[src/rtl/mips_pkg.sv]
// Shared MIPS encodings: operation selects, opcode/funct constants, descriptor
// payload and the instruction encoder used by the loader.
package mips_pkg;

  localparam int unsigned WORD_W = 32;
  localparam int unsigned SEL_W  = 4;
  localparam int unsigned REG_W  = 5;
  localparam int unsigned IMM_W  = 16;
  localparam int unsigned TGT_W  = 26;
  localparam int unsigned OPC_W  = 6;

  typedef enum logic [SEL_W-1:0] {
    SEL_ADD  = 4'd0,
    SEL_ADDU = 4'd1,
    SEL_AND  = 4'd2,
    SEL_OR   = 4'd3,
    SEL_NOR  = 4'd4,
    SEL_SUB  = 4'd5,
    SEL_ADDI = 4'd6,
    SEL_ANDI = 4'd7,
    SEL_BEQ  = 4'd8,
    SEL_LW   = 4'd9,
    SEL_SW   = 4'd10,
    SEL_J    = 4'd11
  } op_sel_e;

  typedef enum logic [1:0] {
    ST_IDLE,
    ST_LOAD,
    ST_DRAIN,
    ST_DONE
  } load_state_e;

  localparam logic [OPC_W-1:0] OP_RTYPE = 6'b000000;
  localparam logic [OPC_W-1:0] OP_ADDI  = 6'b001000;
  localparam logic [OPC_W-1:0] OP_ANDI  = 6'b001100;
  localparam logic [OPC_W-1:0] OP_BEQ   = 6'b000100;
  localparam logic [OPC_W-1:0] OP_LW    = 6'b100011;
  localparam logic [OPC_W-1:0] OP_SW    = 6'b101011;
  localparam logic [OPC_W-1:0] OP_J     = 6'b000010;

  localparam logic [OPC_W-1:0] FN_ADD  = 6'b100000;
  localparam logic [OPC_W-1:0] FN_ADDU = 6'b100001;
  localparam logic [OPC_W-1:0] FN_AND  = 6'b100100;
  localparam logic [OPC_W-1:0] FN_OR   = 6'b100101;
  localparam logic [OPC_W-1:0] FN_NOR  = 6'b100111;
  localparam logic [OPC_W-1:0] FN_SUB  = 6'b100010;

  typedef struct packed {
    logic [SEL_W-1:0] op;
    logic [REG_W-1:0] rs;
    logic [REG_W-1:0] rt;
    logic [REG_W-1:0] rd;
    logic [REG_W-1:0] shamt;
    logic [IMM_W-1:0] imm16;
    logic [TGT_W-1:0] target;
  } instr_desc_t;

  typedef struct packed {
    logic              legal;
    logic [WORD_W-1:0] word;
  } enc_t;

  function automatic logic [WORD_W-1:0] rtype_word(instr_desc_t d, logic [OPC_W-1:0] fn);
    return {OP_RTYPE, d.rs, d.rt, d.rd, d.shamt, fn};
  endfunction

  function automatic logic [WORD_W-1:0] itype_word(instr_desc_t d, logic [OPC_W-1:0] opc);
    return {opc, d.rs, d.rt, d.imm16};
  endfunction

  // Unused fields of each format are dropped; selects 12-15 are illegal.
  function automatic enc_t encode_instr(instr_desc_t d);
    enc_t e;
    e.legal = 1'b1;
    e.word  = '0;
    case (d.op)
      SEL_ADD:  e.word = rtype_word(d, FN_ADD);
      SEL_ADDU: e.word = rtype_word(d, FN_ADDU);
      SEL_AND:  e.word = rtype_word(d, FN_AND);
      SEL_OR:   e.word = rtype_word(d, FN_OR);
      SEL_NOR:  e.word = rtype_word(d, FN_NOR);
      SEL_SUB:  e.word = rtype_word(d, FN_SUB);
      SEL_ADDI: e.word = itype_word(d, OP_ADDI);
      SEL_ANDI: e.word = itype_word(d, OP_ANDI);
      SEL_BEQ:  e.word = itype_word(d, OP_BEQ);
      SEL_LW:   e.word = itype_word(d, OP_LW);
      SEL_SW:   e.word = itype_word(d, OP_SW);
      SEL_J:    e.word = {OP_J, d.target};
      default:  e.legal = 1'b0;
    endcase
    return e;
  endfunction

endpackage

[src/rtl/sync_fifo.sv]
// Synchronous first-word-fall-through FIFO; push and pop may coincide at any
// occupancy, including full.
module sync_fifo #(
  parameter int unsigned WIDTH = 32,
  parameter int unsigned DEPTH = 4
) (
  input  logic                     clk,
  input  logic                     rst_n,
  input  logic                     push,
  input  logic [WIDTH-1:0]         wr_data,
  input  logic                     pop,
  output logic [WIDTH-1:0]         rd_data_c,
  output logic [$clog2(DEPTH):0]   count,
  output logic                     full,
  output logic                     empty
);

  localparam int unsigned AW    = $clog2(DEPTH);
  localparam int unsigned CNT_W = AW + 1;

  logic [WIDTH-1:0] mem [DEPTH];
  logic [AW-1:0]    wr_ptr;
  logic [AW-1:0]    rd_ptr;
  logic             do_push;
  logic             do_pop;
  logic [CNT_W-1:0] count_d;

  always_comb begin
    do_pop  = pop && !empty;
    do_push = push && (!full || do_pop);
    count_d = count;
    if (do_push && !do_pop) count_d = count + CNT_W'(1);
    if (do_pop && !do_push) count_d = count - CNT_W'(1);
  end

  assign rd_data_c = mem[rd_ptr];

  always_ff @(posedge clk) begin
    if (do_push) mem[wr_ptr] <= wr_data;
  end

  // Pointers wrap naturally because DEPTH is a power of two.
  always_ff @(posedge clk or negedge rst_n) begin
    if (!rst_n) begin
      wr_ptr <= '0;
      rd_ptr <= '0;
      count  <= '0;
      full   <= 1'b0;
      empty  <= 1'b1;
    end else begin
      if (do_push) wr_ptr <= wr_ptr + AW'(1);
      if (do_pop)  rd_ptr <= rd_ptr + AW'(1);
      count <= count_d;
      full  <= (count_d == CNT_W'(DEPTH));
      empty <= (count_d == '0);
    end
  end

endmodule

[src/rtl/instr_encoder_loader.sv]
// Program loader: encodes symbolic instruction descriptors into MIPS words and
// writes them to instruction memory at consecutive word addresses.
module instr_encoder_loader
  import mips_pkg::*;
#(
  parameter int unsigned DEPTH  = 4,
  parameter int unsigned ADDR_W = 32,
  parameter int unsigned CNT_W  = 16
) (
  input  logic              clk,
  input  logic              rst_n,
  input  logic              start,
  input  logic [ADDR_W-1:0] base_addr,
  input  logic [CNT_W-1:0]  count,
  input  logic              in_valid,
  output logic              in_ready,
  input  logic [3:0]        op,
  input  logic [4:0]        rs,
  input  logic [4:0]        rt,
  input  logic [4:0]        rd,
  input  logic [4:0]        shamt,
  input  logic [15:0]       imm16,
  input  logic [25:0]       target,
  output logic              imem_we,
  output logic [ADDR_W-1:0] imem_addr,
  output logic [31:0]       imem_wdata,
  output logic              busy,
  output logic              done,
  output logic              err
);

  localparam int unsigned FCNT_W = $clog2(DEPTH) + 1;
  localparam int unsigned OCC_W  = FCNT_W + 1;

  load_state_e        state_q;
  load_state_e        state_d;
  logic [CNT_W-1:0]   remaining_q;
  logic [ADDR_W-1:0]  next_addr_q;
  logic               stage_valid_q;
  logic [WORD_W-1:0]  stage_word_q;
  logic [OCC_W-1:0]   occ;
  logic               hs;
  instr_desc_t        desc;
  enc_t               enc;

  logic               fifo_push;
  logic               fifo_pop;
  logic [WORD_W-1:0]  fifo_rd_data;
  logic [FCNT_W-1:0]  fifo_count;
  logic               fifo_full;
  logic               fifo_empty;
  logic               wr_fire;
  logic [WORD_W-1:0]  wr_word;

  assign desc = {op, rs, rt, rd, shamt, imm16, target};
  assign enc  = encode_instr(desc);

  always_ff @(posedge clk or negedge rst_n) begin
    if (!rst_n) state_q <= ST_IDLE;
    else        state_q <= state_d;
  end

  // Next-state and handshake decode.
  always_comb begin
    state_d  = state_q;
    in_ready = 1'b0;
    occ      = OCC_W'(fifo_count) + OCC_W'(stage_valid_q);
    if (state_q == ST_LOAD && remaining_q != '0 && occ < OCC_W'(DEPTH)) in_ready = 1'b1;
    hs = in_valid && in_ready;
    case (state_q)
      ST_IDLE:  if (start) state_d = (count == '0) ? ST_DONE : ST_LOAD;
      ST_LOAD:  if (hs && remaining_q == CNT_W'(1)) state_d = ST_DRAIN;
      ST_DRAIN: if (!stage_valid_q && fifo_empty) state_d = ST_DONE;
      ST_DONE:  state_d = ST_IDLE;
      default:  state_d = ST_IDLE;
    endcase
  end

  // With an empty FIFO the stage word bypasses it straight to imem; otherwise
  // it queues behind the head so write order matches accept order.
  always_comb begin
    fifo_pop  = !fifo_empty;
    fifo_push = stage_valid_q && !fifo_empty && (!fifo_full || fifo_pop);
    wr_fire   = stage_valid_q || !fifo_empty;
    wr_word   = fifo_empty ? stage_word_q : fifo_rd_data;
  end

  sync_fifo #(
    .WIDTH(WORD_W),
    .DEPTH(DEPTH)
  ) u_fifo (
    .clk       (clk),
    .rst_n     (rst_n),
    .push      (fifo_push),
    .wr_data   (stage_word_q),
    .pop       (fifo_pop),
    .rd_data_c (fifo_rd_data),
    .count     (fifo_count),
    .full      (fifo_full),
    .empty     (fifo_empty)
  );

  always_ff @(posedge clk or negedge rst_n) begin
    if (!rst_n) begin
      remaining_q   <= '0;
      err           <= 1'b0;
      stage_valid_q <= 1'b0;
      stage_word_q  <= '0;
    end else begin
      if (state_q == ST_IDLE && start) begin
        remaining_q <= count;
        err         <= 1'b0;
      end else if (hs) begin
        remaining_q <= remaining_q - CNT_W'(1);
        if (!enc.legal) err <= 1'b1;
      end
      stage_valid_q <= hs && enc.legal;
      if (hs) stage_word_q <= enc.word;
    end
  end

  // Write port; the address advances only after a write.
  always_ff @(posedge clk or negedge rst_n) begin
    if (!rst_n) begin
      next_addr_q <= '0;
      imem_we     <= 1'b0;
      imem_addr   <= '0;
      imem_wdata  <= '0;
      busy        <= 1'b0;
      done        <= 1'b0;
    end else begin
      imem_we <= wr_fire;
      if (state_q == ST_IDLE && start) begin
        next_addr_q <= base_addr;
      end else if (wr_fire) begin
        next_addr_q <= next_addr_q + ADDR_W'(4);
      end
      if (wr_fire) begin
        imem_addr  <= next_addr_q;
        imem_wdata <= wr_word;
      end
      busy <= (state_d != ST_IDLE);
      done <= (state_d == ST_DONE);
    end
  end

endmodule

[config.mk]
export PLATFORM = sky130hd
export DESIGN_NAME = instr_encoder_loader
export DESIGN_NICKNAME = d
export VERILOG_FILES = /design/src/rtl/mips_pkg.sv /design/src/rtl/sync_fifo.sv /design/src/rtl/instr_encoder_loader.sv
export SDC_FILE = /design/constraint.sdc
export NUM_CORES = 1
export LEC_CHECK = 0
export CORE_MARGIN = 1.5
export CORE_UTILIZATION = 50
export CTS_BUF_LIST = sky130_fd_sc_hd__clkbuf_2
export CTS_CLUSTER_DIAMETER = 30
export DETAILED_ROUTE_END_ITERATION = 16
export PLACE_DENSITY = 0.75
export SLEW_MARGIN = 20
export SYNTH_ARGS = -nofsm -noshare
export SYNTH_HDL_FRONTEND = slang
export SYNTH_HIERARCHICAL = 1
export SYNTH_SLANG_ARGS = --single-unit
[constraint.sdc]
create_clock -name clk -period 3.8 [get_ports clk]
set_input_delay 0.57 -clock clk [delete_from_list [all_inputs] [get_ports clk]]
set_output_delay 0.57 -clock clk [all_outputs]
set_load 0.02 [all_outputs]
==> impl_metrics.tcl <==
set metrics [dict create \
    status "finished, final reports clean" \
    p_total_uw 11600 \
    yosys_warnings 6 \
    antenna_found_initial 1 \
    dp_cells 1472 \
    portBuffers 186 \
    synth_top_cell_area_share_pct 32.0 \
    area_growth_pct 24.8 \
    clk-insertion-delay-late_ns 0.82 \
    drc 0 \
    setup_viol 0 \
    async_reset_ff_share_pct 55.2 \
    layout-drive-gt1-share_pct 15.6 \
    synth_area_leader_cell "dfrtp_1" \
    die_w_microns 160 \
    relSlewSlack_pct 31.1 \
    path_cells "inv_1 -> ha_1 -> nor3b_1 -> and4_1 -> nor4b_2 -> clkdlybuf4s50_1" \
    antennaDiodeCount 0 \
    critPathCaptureType "output port" \
    start_util_pct 50.7 \
    cts_tree "done" \
    cts.sinks 286 \
    r2r_end "remaining_q[13]" \
    postCtsSetupBuffers 0 \
    reg2reg_depth 5 \
    post-dp-hpwl_microns 18400 \
    leakage_uw 0.00603 \
    worstPathArrival_ns 2.94 \
    synth_edf_count 128 \
    grt_usage_pct 23.2 \
    hold_violations 0 \
    finalCritPeriodShare_pct 92.3 \
    crit_type "register to output port" \
    p_per_area_mw_per_mm2 755 \
    fmax_mhz 285 \
    synth-seq-area-share_pct 63.6 \
    fin_crit_ns 3.51 \
    ant_nets 0 \
    critical_path_required_ns 3.23 \
    clk_path_buf_depth 3 \
    worstHoldPathCells 3 \
    grt_start_max_net_pins 83 \
    syn_avg_cell_area_sq_um 12.3 \
    layoutNonFillerInstCount 1609 \
    r2r_start "remaining_q[11]" \
    tightest_slew_ns 1.02 \
    cap_violations 0 \
    irDropWorstVdd_mv 0.435 \
    core_area_sq_mm 0.0242 \
    gp_congestion 0.876 \
    drtIter0Drc 584 \
    grt_pass1_vias 9058 \
    htree_levels 3 \
    yosys-top-cells-area "dfrtp_1, edfxtp_1, nand2_1" \
    setup_tns_ns 0 \
    clk_pin_slew_worst_paths_ns 0.10 \
    ys_types 61 \
    io_pins 187 \
    hold_path.class "primary input to register" \
    holdCritStartpoint "base_addr[0]" \
    place_ws_ns 0.775 \
    gr-total-overflow 0 \
    grt_pass1_wl_microns 46500 \
    finalClockSkew_ns 0.0778 \
    viasPerCell 5.47 \
    wl_per_cell_microns 17.8 \
    finalMaxSlewViolations 0 \
    dr.pass1.iters 4 \
    synth-main-ff-cell "dfrtp_1" \
    rows 57 \
    critPathLaunch "remaining_q[0]" \
    cts-root-buf "clkbuf_2" \
    critPathMaxStageDelay_ns 0.66 \
    whs_ns 0.299 \
    syn_inst 993 \
    num_vias 8803 \
    die_y_microns 160 \
    min_to "next_addr_q[0]" \
    rsz0062_at_grt "false" \
    cp_slowest_cell "clkdlybuf4s50_1" \
    critPathMaxFanout 9 \
    dieArea_sq_mm 0.0255 \
    netlist_area_sq_mm 0.0123 \
    layout.nets 1354 \
    numCtsBuffers 76 \
    ys_ff_latch 286 \
    r2r_slack_ns 0.87 \
    fin_ws_ns 0.291 \
    start_kind "register" \
    wirelength_microns 28700 \
]
flip-flops by register name, indices dropped and copies added, names as in the netlist:
register,flops
next_addr_q,32
imem_addr,32
stage_valid_q,1
u_fifo/mem,128
stage_word_q,30
u_fifo/wr_ptr,2
imem_wdata,32
imem_we,1
u_fifo/empty,1
state_q,2
busy,1
done,1
u_fifo/count,3
u_fifo/full,1
u_fifo/rd_ptr,2
err,1
remaining_q,16
Yosys cell counts, types with 2 or more instances:
cell,count
a22o_1,4
xnor2_1,14
inv_1,17
clkbuf_1,37
nor3b_1,7
nand4b_1,2
nor4b_1,4
xor2_1,23
nand4_1,11
nand3_1,18
o21ai_0,69
buf_4,3
nand2_1,196
edfxtp_1,128
or4_4,2
a21oi_1,45
nor2_1,55
and3_1,6
mux2i_1,32
o221ai_1,3
a222oi_1,10
buf_1,5
nand2b_1,2
nor4_1,12
and2_1,7
o22ai_1,4
nor2b_1,5
a221o_1,4
buf_2,8
a31oi_1,5
dfrtp_1,157
ha_1,9
o211ai_1,2
buf_6,2
or4_1,3
nor3_1,10
a22oi_1,13
mux4_2,32
nor3b_2,2
or3_1,4
cells by family (layout without fill, tap and decap cells):
group	Yosys count	count (layout)	synth area share, %
other	1	4	0.0306
buffers and inverters	72	361	2.50
xor gates and xnor gates	37	37	2.64
and+or+nand+nor	351	351	13.0
muxes	64	64	8.49
DFF	286	286	63.6
adders and majority gates	9	9	0.918
AOI/OAI and AO/OA	173	173	8.81
stage by stage:
step	instance area, sq um	utilization, %
after floorplan	12300	-
after global placement	14500	59.9
after detailed placement	14500	59.9
after CTS	15300	63.3
after global routing	15300	63.3
final	15300	63.3
per-layer routing:
metal | global-route usage [%] | part of all wire, % | up-vias
li1 | - | - | 4129
met5 | 0 | 0.045 | -
met1 | 30.0 | 42 | 4318
met3 | 5.94 | 7.3 | 53
met4 | 9.48 | 2.4 | 2
met2 | 37.5 | 48 | 301
worst max-delay path, delay by kind of cell (launching register included):
family	cells	cell delay, ns
flip-flops	1	0.43
AND/OR/NAND/NOR	3	0.76
buffers and inverters	2	0.74
adder cells (fa/ha/maj)	1	0.23
placed cells by master, fill, tap and decap left out, types with 5 or more instances in the layout:
| cell | count |
|---|---|
| nand2_1 | 196 |
| clkdlybuf4s50_1 | 185 |
| dfrtp_1 | 155 |
| edfxtp_1 | 128 |
| clkbuf_2 | 110 |
| o21ai_0 | 69 |
| nor2_1 | 54 |
| a21oi_1 | 45 |
| mux2i_1 | 32 |
| mux4_2 | 32 |
| xor2_1 | 23 |
| buf_4 | 20 |
| nand3_1 | 18 |
| inv_1 | 16 |
| xnor2_1 | 14 |
| a22oi_1 | 13 |
| nor4_1 | 12 |
| nand4_1 | 11 |
| clkinv_1 | 11 |
| nor3_1 | 10 |
| a222oi_1 | 10 |
| ha_1 | 9 |
| clkinv_2 | 7 |
| nor3b_1 | 6 |
| and3_1 | 6 |
| a31oi_1 | 5 |
| bufinv_16 | 5 |
cell type report:
type / instances / area, sq um
repair buffers: 208 / 2040
clock buffers: 110 / 551
clock inverters: 26 / 243
fillers: 1893 / 8880
well taps: 324 / 405
multi-input cells: 638 / 4190
inverters: 17 / 63.8
flip-flops and latches: 286 / 7800
worst max-delay path by stage:
stage / end / slack (ns)
floorplan: u_fifo/mem[0][0] / 0.92
global placement: remaining_q[7] / 0.83
detailed placement: stage_word_q[24] / 0.77
CTS: in_ready / 0.05
global route: in_ready / 0.10
finish: in_ready / 0.29
repair_timing:
item,in CTS,in global routing
gates resized for setup,0,1
endpoints found under the setup margin,0,1
endpoints found under the hold margin,79,0
hold buffers,1,0
power breakdown:
group	total (uW)	leakage (uW)	internal (uW)	switching (uW)
Combinational	3820	0.00239	1860	1960
Clock	2380	0.000585	1120	1250
Sequential	5360	0.00306	4390	968
Total	11600	0.00603	7360	4190
Power figures use the tool's default switching activity.
==> RTL edit, RTL diff (same flow settings) <==
Encoding of `load_state_e`: now one-hot (4 bits for 4 states).
--- a/src/rtl/mips_pkg.sv
+++ b/src/rtl/mips_pkg.sv
@@ -24,11 +24,11 @@
     SEL_J    = 4'd11
   } op_sel_e;
 
-  typedef enum logic [1:0] {
-    ST_IDLE,
-    ST_LOAD,
-    ST_DRAIN,
-    ST_DONE
+  typedef enum logic [3:0] {
+    ST_IDLE  = 4'b0001,
+    ST_LOAD  = 4'b0010,
+    ST_DRAIN = 4'b0100,
+    ST_DONE  = 4'b1000
   } load_state_e;
 
   localparam logic [OPC_W-1:0] OP_RTYPE = 6'b000000;
Function: no difference found for any inputs over 4 cycles, from zero or initial values and one cycle with rst_n low; so few cycles prove little.
==> RTL edit against the original RTL <==
  * Final area increased by 0.97%
  * Synthesized area increased by 2.1%
  * Critical path type unchanged
  * Wire length increased by 2.1%
  * Sequential cell count increased by 2
  * Highest routed layer is now met4
  * Largest cell class unchanged
  * Setup slack improved by 70 ps
  * Non-clock buffer count decreased by 9
  * Register-to-register slack improved by 400 ps
  * Power decreased by 12%
  * Largest power group unchanged
  * Critical endpoint unchanged
==> RTL edit: results (changes against the original RTL) <==
[status]
status = completed

[critical_path]
critPathMaxStageDelay_ps = 560  ; -100 ps
r2r_setup_slack_ps = 1270  ; +400 ps
cp_top_family = simple AND/OR/NAND/NOR gates
crit_fanout = 6  ; -3
r2r_end = stage_word_q[16]$_DFFE_PN0P_
reg2reg_depth = 6  ; +1
crit_arrival_ps = 2870  ; -70 ps
r2r_start = remaining_q[9]$_DFFE_PN0P_

[synth]
synth_area_leaders = dfrtp_1 32%, edfxtp_1 31%, mux4_2 5.8%, nand2_1 5.0%, mux2i_1 2.6%
synth-seq-area-share_pct = 62.7  ; -0.89 points
muxShareOfSynthArea_pct = 8.40  ; -0.094 points
syn_area_per_cell_um2 = 12.5  ; +0.87%
synth_xor_area_share_pct = 2.38  ; -0.26 points
synthTopCellsByCount = 168 x nand2_1, 158 x dfrtp_1, 128 x edfxtp_1, 81 x nor2_1, 54 x o21ai_0
ys_types = 75  ; +23%
synthAdderAreaFrac_pct = 0.900  ; -0.019 points

[power_and_ir_drop]
powerSeq_uw = 5000  ; -6.7%
p_sw_uw = 3570  ; -15%
leakage_uw = 0.00592  ; -1.8%
ir_worst_vdd_mv = 0.481  ; +10%

[global_route]
grt_pass1_vias = 8961  ; -1.1%
use_met3_pct = 5.42  ; -0.52 points
use_met1_pct = 30.2  ; +0.25 points
grt_max_degree = 77  ; -7.2%

[finish]
seqCellArea_um2 = 7850  ; +0.66%
stdcell_count = 1614  ; +0.31%
drive_gt1_share_pct = 15.5  ; -0.11 points
clkCellAreaFrac_pct = 5.07  ; -0.11 points
n_all_buffers = 199  ; -4.3%
multiInputGateArea_um2 = 4320  ; +3.0%
design.seq.count = 288  ; +0.70%
clockBufferCount = 111  ; +0.91%
nFillCells = 1898  ; +0.26%
n_all_inverters = 25  ; +8
diodes = 2  ; +2
buf_share_pct = 12.9  ; -0.48 points
nNetsFinal = 1355  ; +0.074%

[drt]
wl_um = 29300  ; +2.1%
firstDrtPassIters = 5  ; +1
wl_met2_um = 14300  ; +3.4%
wl_met3_um = 2040  ; -2.7%
highest_layer = met4
dr.first_iter.drc_count = 558  ; -4.5%
vias_per_cell = 5.53  ; +1.0%
wl_met1_um = 12200  ; +0.88%

[sta]
worst_pin_slew_ps = 1100  ; +81.2 ps
fin_hold_ws_ps = 216  ; -83.2 ps
fin_skew_ps = 109  ; +31.4 ps

[placed_design]
dp.cells = 1474  ; +0.14%
dp_hpwl_um = 18700  ; +1.3%

[job]
cap_violations = 0  ; unchanged

[clock_network]
clock_latency_ps = 900  ; +80 ps

[hold_path]
min_to = next_addr_q[11]$_DFFE_PN0N_
worstHoldStart = base_addr[11]

[RTL edit: worst register-to-register path, stage by stage, from the launching register on]
cell and delay [ps]:
dfrtp_1 450, nor4_1 450, nand4_1 310, o21ai_4 720
buf_12 280, a221oi_1 80, nor2_1 170
[RTL edit: through the flow]
stage	util (%)	power [uW]	area [um^2]	setup WS (ps)
global route	63.2	10800	15400	170
finish	63.2	10200	15400	360
global placement	59.9	7760	14700	862
detailed placement	59.9	7870	14700	701
CTS	63.1	10300	15400	305
floorplan	-	6490	12500	1050
[RTL edit: worst max path at each step]
stage	from	end	slack (ps)
after floorplan	stage_valid_q$_DFF_PN0_	u_fifo/mem[0][0]$_DFFE_PP_	1050
after global placement	op[1]	stage_word_q[11]$_DFFE_PN0P_	860
after detailed placement	op[1]	stage_word_q[13]$_DFFE_PN0P_	700
after CTS	remaining_q[9]$_DFFE_PN0P_	in_ready	310
after global routing	remaining_q[9]$_DFFE_PN0P_	in_ready	170
final	remaining_q[9]$_DFFE_PN0P_	in_ready	360
